--- src/rtl/demux32_fifo_pkg.sv ---
// Shared types and constants for the 1-to-4 word distributor.
//   WORD_W  : data word width
//   N_LANES : number of output lanes
//   SEL_W   : width of the lane select
package demux32_fifo_pkg;

  localparam int WORD_W  = 32;
  localparam int N_LANES = 4;
  localparam int SEL_W   = 2;

  typedef logic [WORD_W-1:0] word_t;
  typedef logic [SEL_W-1:0]  lane_sel_t;

  // One-hot lane mask for a lane select.
  function automatic logic [N_LANES-1:0] lane_onehot(input lane_sel_t sel);
    return {{(N_LANES-1){1'b0}}, 1'b1} << sel;
  endfunction

endpackage

--- src/rtl/demux32_fifo_if.sv ---
// Bus bundle between the distributor, its producer and its four consumers.
//   in_valid/in_ready/in_data/in_sel : producer stream with lane select
//   out_valid/out_ready              : per-lane drain handshake (bit i = lane i)
//   out_data0..3                     : head word of each lane
//   lane_full                        : per-lane full flag
//   drop_err                         : sticky producer-protocol violation
// master = producer/consumer side, slave = distributor.
interface demux32_fifo_if;
  import demux32_fifo_pkg::*;

  logic               in_valid;
  logic               in_ready;
  word_t              in_data;
  lane_sel_t          in_sel;
  logic [N_LANES-1:0] out_valid;
  logic [N_LANES-1:0] out_ready;
  word_t              out_data0;
  word_t              out_data1;
  word_t              out_data2;
  word_t              out_data3;
  logic [N_LANES-1:0] lane_full;
  logic               drop_err;

  modport master (
    output in_valid, in_data, in_sel, out_ready,
    input  in_ready, out_valid, out_data0, out_data1, out_data2, out_data3,
           lane_full, drop_err
  );

  modport slave (
    input  in_valid, in_data, in_sel, out_ready,
    output in_ready, out_valid, out_data0, out_data1, out_data2, out_data3,
           lane_full, drop_err
  );

endinterface

--- src/rtl/demux32_lane_fifo.sv ---
// Single-lane FIFO of DEPTH words with a registered head output.
//   push/din  : write a word (ignored when full)
//   pop       : advance head (ignored when empty)
//   dout      : registered head word; holds last value when empty, 0 after reset
//   valid     : lane holds at least one word
//   full      : lane holds DEPTH words
module demux32_lane_fifo
  import demux32_fifo_pkg::*;
#(
  parameter int DEPTH = 2
) (
  input  logic  clk,
  input  logic  rst_n,
  input  logic  push,
  input  word_t din,
  input  logic  pop,
  output word_t dout,
  output logic  valid,
  output logic  full
);

  localparam int PTR_W = $clog2(DEPTH);
  localparam int CNT_W = PTR_W + 1;

  word_t            mem [DEPTH];
  logic [PTR_W-1:0] wr_ptr_q, rd_ptr_q, wr_ptr_nx, rd_ptr_nx;
  logic [CNT_W-1:0] cnt_q, cnt_nx;
  word_t            dout_q, head_nx;
  logic             push_ok, pop_ok;

  assign valid   = (cnt_q != '0);
  assign full    = (cnt_q == CNT_W'(DEPTH));
  assign push_ok = push & ~full;
  assign pop_ok  = pop & valid;
  assign dout    = dout_q;

  // The head is registered so an empty lane shows a defined value instead of
  // uninitialised storage. When the next head slot is the one being written
  // this cycle, take it from din rather than from the array.
  always_comb begin
    wr_ptr_nx = wr_ptr_q;
    rd_ptr_nx = rd_ptr_q;
    head_nx   = dout_q;
    if (push_ok) wr_ptr_nx = wr_ptr_q + PTR_W'(1);
    if (pop_ok)  rd_ptr_nx = rd_ptr_q + PTR_W'(1);
    cnt_nx = cnt_q + CNT_W'(push_ok) - CNT_W'(pop_ok);
    if (cnt_nx != '0) begin
      head_nx = (push_ok && (rd_ptr_nx == wr_ptr_q)) ? din : mem[rd_ptr_nx];
    end
  end

  always_ff @(posedge clk) begin
    if (!rst_n) begin
      wr_ptr_q <= '0;
      rd_ptr_q <= '0;
      cnt_q    <= '0;
      dout_q   <= '0;
    end else begin
      wr_ptr_q <= wr_ptr_nx;
      rd_ptr_q <= rd_ptr_nx;
      cnt_q    <= cnt_nx;
      dout_q   <= head_nx;
    end
  end

  always_ff @(posedge clk) begin
    if (push_ok) mem[wr_ptr_q] <= din;
  end

endmodule

--- src/rtl/demux32_fifo.sv ---
// Registered 1-to-4 word distributor: steers a producer stream into one of
// four per-lane FIFOs, each drained by its own valid/ready port.
//   clk   : rising-edge clock
//   rst_n : synchronous active-low reset
//   bus   : distributor side of demux32_fifo_if (see interface header)
module demux32_fifo
  import demux32_fifo_pkg::*;
#(
  parameter int DEPTH = 2
) (
  input logic            clk,
  input logic            rst_n,
  demux32_fifo_if.slave  bus
);

  word_t              lane_dout [N_LANES];
  logic [N_LANES-1:0] lane_push, lane_pop, lane_valid, lane_full_w;
  logic               in_ready;
  logic               stall_q, drop_err_q, viol;
  lane_sel_t          sel_q;
  word_t              data_q;

  // Ready depends only on registered fullness; a pop on a full lane frees
  // space for the following cycle, never the current one.
  assign in_ready  = ~lane_full_w[bus.in_sel];
  assign lane_push = (bus.in_valid && in_ready) ? lane_onehot(bus.in_sel) : '0;
  assign lane_pop  = bus.out_ready & lane_valid;

  for (genvar i = 0; i < N_LANES; i++) begin : g_lane
    demux32_lane_fifo #(.DEPTH(DEPTH)) u_fifo (
      .clk   (clk),
      .rst_n (rst_n),
      .push  (lane_push[i]),
      .din   (bus.in_data),
      .pop   (lane_pop[i]),
      .dout  (lane_dout[i]),
      .valid (lane_valid[i]),
      .full  (lane_full_w[i])
    );
  end

  assign bus.in_ready  = in_ready;
  assign bus.out_valid = lane_valid;
  assign bus.lane_full = lane_full_w;
  assign bus.out_data0 = lane_dout[0];
  assign bus.out_data1 = lane_dout[1];
  assign bus.out_data2 = lane_dout[2];
  assign bus.out_data3 = lane_dout[3];
  assign bus.drop_err  = drop_err_q;

  // A stalled offer must be repeated unchanged until taken.
  assign viol = stall_q && (!bus.in_valid || (bus.in_sel != sel_q) ||
                            (bus.in_data != data_q));

  always_ff @(posedge clk) begin
    if (!rst_n) begin
      stall_q    <= 1'b0;
      sel_q      <= '0;
      data_q     <= '0;
      drop_err_q <= 1'b0;
    end else begin
      stall_q <= bus.in_valid & ~in_ready;
      sel_q   <= bus.in_sel;
      data_q  <= bus.in_data;
      if (viol) drop_err_q <= 1'b1;
    end
  end

endmodule
--- src/flat_wrapper.sv ---
// flat-port wrapper written by rule: the top's interface ports become plain ports
module demux32_fifo_flat import demux32_fifo_pkg::*;
#(
  parameter int DEPTH = 2
)
  (clk, rst_n, bus_in_valid, bus_in_data, bus_in_sel, bus_out_ready, bus_in_ready, bus_out_valid, bus_out_data0, bus_out_data1, bus_out_data2, bus_out_data3, bus_lane_full, bus_drop_err);
  demux32_fifo_if bus_i ();
  input logic clk;
  input logic rst_n;
  input wire logic [$bits(bus_i.in_valid)-1:0] bus_in_valid;
  input wire logic [$bits(bus_i.in_data)-1:0] bus_in_data;
  input wire logic [$bits(bus_i.in_sel)-1:0] bus_in_sel;
  input wire logic [$bits(bus_i.out_ready)-1:0] bus_out_ready;
  output wire logic [$bits(bus_i.in_ready)-1:0] bus_in_ready;
  output wire logic [$bits(bus_i.out_valid)-1:0] bus_out_valid;
  output wire logic [$bits(bus_i.out_data0)-1:0] bus_out_data0;
  output wire logic [$bits(bus_i.out_data1)-1:0] bus_out_data1;
  output wire logic [$bits(bus_i.out_data2)-1:0] bus_out_data2;
  output wire logic [$bits(bus_i.out_data3)-1:0] bus_out_data3;
  output wire logic [$bits(bus_i.lane_full)-1:0] bus_lane_full;
  output wire logic [$bits(bus_i.drop_err)-1:0] bus_drop_err;
  assign bus_i.in_valid = bus_in_valid;
  assign bus_i.in_data = bus_in_data;
  assign bus_i.in_sel = bus_in_sel;
  assign bus_i.out_ready = bus_out_ready;
  assign bus_in_ready = bus_i.in_ready;
  assign bus_out_valid = bus_i.out_valid;
  assign bus_out_data0 = bus_i.out_data0;
  assign bus_out_data1 = bus_i.out_data1;
  assign bus_out_data2 = bus_i.out_data2;
  assign bus_out_data3 = bus_i.out_data3;
  assign bus_lane_full = bus_i.lane_full;
  assign bus_drop_err = bus_i.drop_err;
  demux32_fifo #(.DEPTH(DEPTH)) u_core (.clk(clk), .rst_n(rst_n), .bus(bus_i));
endmodule
--- config.mk ---
export PLATFORM = sky130hd
export DESIGN_NAME = demux32_fifo_flat
export DESIGN_NICKNAME = d
export VERILOG_FILES = /design/src/rtl/demux32_fifo_pkg.sv /design/src/rtl/demux32_fifo_if.sv /design/src/rtl/demux32_lane_fifo.sv /design/src/rtl/demux32_fifo.sv /design/src/flat_wrapper.sv
export SDC_FILE = /design/constraint.sdc
export NUM_CORES = 1
export LEC_CHECK = 0
export ABC_AREA = 1
export BUFFER_PORTS_ARGS = -buffer_cell sky130_fd_sc_hd__buf_2
export CORE_UTILIZATION = 50
export CTS_CLUSTER_DIAMETER = 200
export DETAILED_ROUTE_END_ITERATION = 6
export GPL_TIMING_DRIVEN = 0
export PLACE_DENSITY = 0.72
export SKIP_CTS_REPAIR_TIMING = 1
export SYNTH_ARGS = -nofsm -noshare
export SYNTH_HDL_FRONTEND = slang
export SYNTH_SLANG_ARGS = --single-unit
--- constraint.sdc ---
create_clock -name clk -period 2.7 [get_ports clk]
set_input_delay 0.27 -clock clk [delete_from_list [all_inputs] [get_ports clk]]
set_output_delay 0.27 -clock clk [all_outputs]
set_load 0.1 [all_outputs]
==> results by group <==
GRT
  – Global route total overflow: 0
  – Pin count of the biggest net entering global routing: 33
  – First-pass GRT wire length: 79900 um
  – GRT Util Overall: 29.3%
  – Initial antenna violation count: 2
  – Number of global-route vias before repair: 13400

Placement
  – Placed cell areas: 0.0201 sq mm
  – Post-DP HPWL: 35400 um
  – Routability Congestion: 0.897
  – # port buffers: 175

Routing
  – Drt total wl: 55100 um
  – Wire per inst: 20.3 um
  – First-pass detailed-route iteration total: 7
  – Via density: 5.38
  – Routed via count: 14600
  – # DRC: 20
  – Final antenna-violating net count: 0
  – Starting DRT DRC Count: 1628

Die
  – IO Count: 179
  – Core ar.: 0.0357 sq mm
  – Die ar.: 0.0371 sq mm
  – Die Ht: 193 um
  – Initial core utilization: 51.0%
  – Row Count: 69
  – Die Wd: 193 um

Synth
  – Synth top area cells: edfxtp_1 (42%), dfxtp_1 (20%), nand2_1 (14%)
  – EDFF count, synth: 256
  – Cells after Synth: 1963
  – Part of the Yosys area used for sequential elements: 62.1%
  – Mapped cell area: 0.0182 sq mm
  – FF+latch count, synth: 436
  – Post-synth top area share: 42.3%
  – Yosys cell types: 33
  – YS warnings: 0
  – Main synth FF type: edfxtp_1
  – Synthesized net count: 2012
  – Synthesized area per cell: 9.26 sq um
  – Most frequent cell after synthesis: nand2_1
  – Post-synth ARST share: 0%
  – Dominant cell type by area after synthesis: edfxtp_1
  – Commonest cells post-synth: nand2_1 (671), edfxtp_1 (256), inv_1 (206)

Setup path
  – Critical path launch point: u_core.g_lane[0].u_fifo.cnt_q[1]
  – Type of the worst setup path: flop to flop
  – Reg2reg path depth: 17
  – Critical Path RT: 3100 ps
  – Arr. time, crit path: 3080 ps
  – Crit-path max FO: 6
  – Startpoint type of the worst setup path: flop
  – Worst Setup End Kind: flop
  – R2r startpoint: u_core.g_lane[0].u_fifo.cnt_q[1]

Final layout
  – Ant. Diodes: 0
  – Area growth, synth to finish: 21.5%
  – # nets final: 2259
  – Fill cell count: 2848
  – Fraction of layout cells with a size suffix above 1: 20.9%
  – Design Area, Final: 0.0221 sq mm

STA
  – Worst clock skew: 22.0 ps
  – Final setup vio count: 0
  – Slew headroom: 32.9%
  – Final hold violation count: 0
  – Worst Hold Slack: 61.8 ps
  – Fmax: 373 MHz
  – Worst Max-Slew Pin Slew: 1000 ps
  – Slew Limit Fails: 0
  – RSZ-0062 raised after global routing: yes
  – Min cycle time layout: 2680 ps
  – Final period utilization: 99.2%

CTS
  – Max Buffers Root-to-Sink: 3
  – Htree depth: 2
  – CTS Buf Count: 45
  – Clk slew on worst S/H paths: 60 ps
  – Root Driver: clkbuf_16
  – CTS tree: built
  – Clk sinks: 436
  – Worst skew pair latency: 560 ps

Run status
  – Outcome: complete, but fails checks
  – Violated checks: DRC

Worst hold path
  – Hold depth: 3
  – Worst min-delay path category: input port to flop
  – Hold Crit Start: bus_in_sel[1]

Run
  – Max Cap Viol: 0
stage by stage:
stage          cells  util (%)  setup slack, ps  setup TNS [ps]
2_1_floorplan   1963         -             -399          -28900
3_3_place_gp    2599      55.8            -1140         -249970
3_5_place_dp    2605      56.3             -791          -51660
4_1_cts         2689      60.5             -663          -39180
5_1_grt         2708      61.9            -62.6           -1270
6_report        2708      61.9             20.8               0
final cells by class:
type	instances	area, sq um	area share, %
timing repair buffer	200	1200	5.43
multi-input combinational	1219	6020	27.3
inverter	210	793	3.59
clock inverter	16	186	0.844
buffer	98	693	3.14
tap	461	577	2.61
clock buffer	68	1310	5.91
sequential	436	11300	51.2
registers in the layout, indices dropped and copies added, names as in the netlist:
signal,flops
u_core.bus.drop_err,1
u_core.data_q,32
u_core.g_lane.u_fifo.cnt_q,8
u_core.g_lane.u_fifo.dout,128
u_core.g_lane.u_fifo.mem,256
u_core.g_lane.u_fifo.rd_ptr_q,4
u_core.g_lane.u_fifo.wr_ptr_q,4
u_core.sel_q,2
u_core.stall_q,1
critical path: stages, from the launching register on:
cell and delay (ps):
dfxtp_4 370, inv_4 70, nor2_4 50, nand2_2 80, nand2_4 70, nor2_8 170, nand3_4 100, buf_8 170
ha_4 250, inv_2 40, ha_4 160, xnor2_4 150, xor2_2 220, nand2_4 140, buf_8 170, clkbuf_16 160
nand3_4 80, a21oi_1 60
worst paths after layout:
check,endpoint,slack [ps]
max,u_core.g_lane[2].u_fifo.dout[4],20
min,u_core.sel_q[1],60
max reg2reg,u_core.g_lane[2].u_fifo.dout[4],20
min reg2reg,u_core.g_lane[1].u_fifo.dout[8],460
layer usage:
layer | GRT usage, % | vias to the layer above | wire (um)
li1 | - | 6806 | -
met1 | 39.7 | 6951 | 21900
met2 | 46.4 | 689 | 25700
met3 | 4.67 | 134 | 4830
met4 | 13.3 | 0 | 2670
met5 | 0 | - | 0
cell usage in the layout (no fill, tap or decap), types with 3 or more instances in the layout:
cell / synthesis / final
or2_2: 35 / 35
a21oi_1: 79 / 77
nor2_4: 5 / 15
nand4_1: 4 / 4
xnor2_1: 18 / 14
dfxtp_1: 180 / 173
buf_8: 0 / 6
clkbuf_1: 52 / 47
nand3_1: 107 / 96
a31oi_1: 4 / 4
nor2_2: 0 / 3
buf_12: 0 / 5
clkinv_2: 0 / 7
nand2_1: 671 / 664
nand2_2: 10 / 13
nor2_1: 96 / 83
dfxtp_2: 0 / 4
buf_4: 16 / 33
o21ai_1: 14 / 51
xnor2_2: 0 / 3
nand2_4: 1 / 4
o21bai_1: 54 / 53
inv_1: 206 / 197
bufinv_16: 0 / 4
o21ai_2: 0 / 14
buf_6: 7 / 13
buf_2: 20 / 196
dfxtp_4: 0 / 3
ha_4: 0 / 5
nand3_2: 2 / 9
clkbuf_8: 0 / 8
nand3_4: 1 / 5
o21ai_0: 99 / 48
clkbuf_16: 0 / 50
edfxtp_1: 256 / 256
inv_2: 3 / 11
cells by family (layout without fill, tap and decap cells):
| kind of cell | after synthesis | in the layout | synth area share (%) |
|---|---|---|---|
| compound gates | 251 | 251 | 7.69 |
| xor+xnor | 22 | 22 | 1.06 |
| fa+ha+maj | 8 | 8 | 0.551 |
| buf+inv | 308 | 592 | 7.12 |
| flops | 436 | 436 | 62.1 |
| simple gates | 938 | 938 | 21.5 |
Power is not shown: default switching activity piles up to over one toggle a cycle in this logic, so the estimate is an artifact.
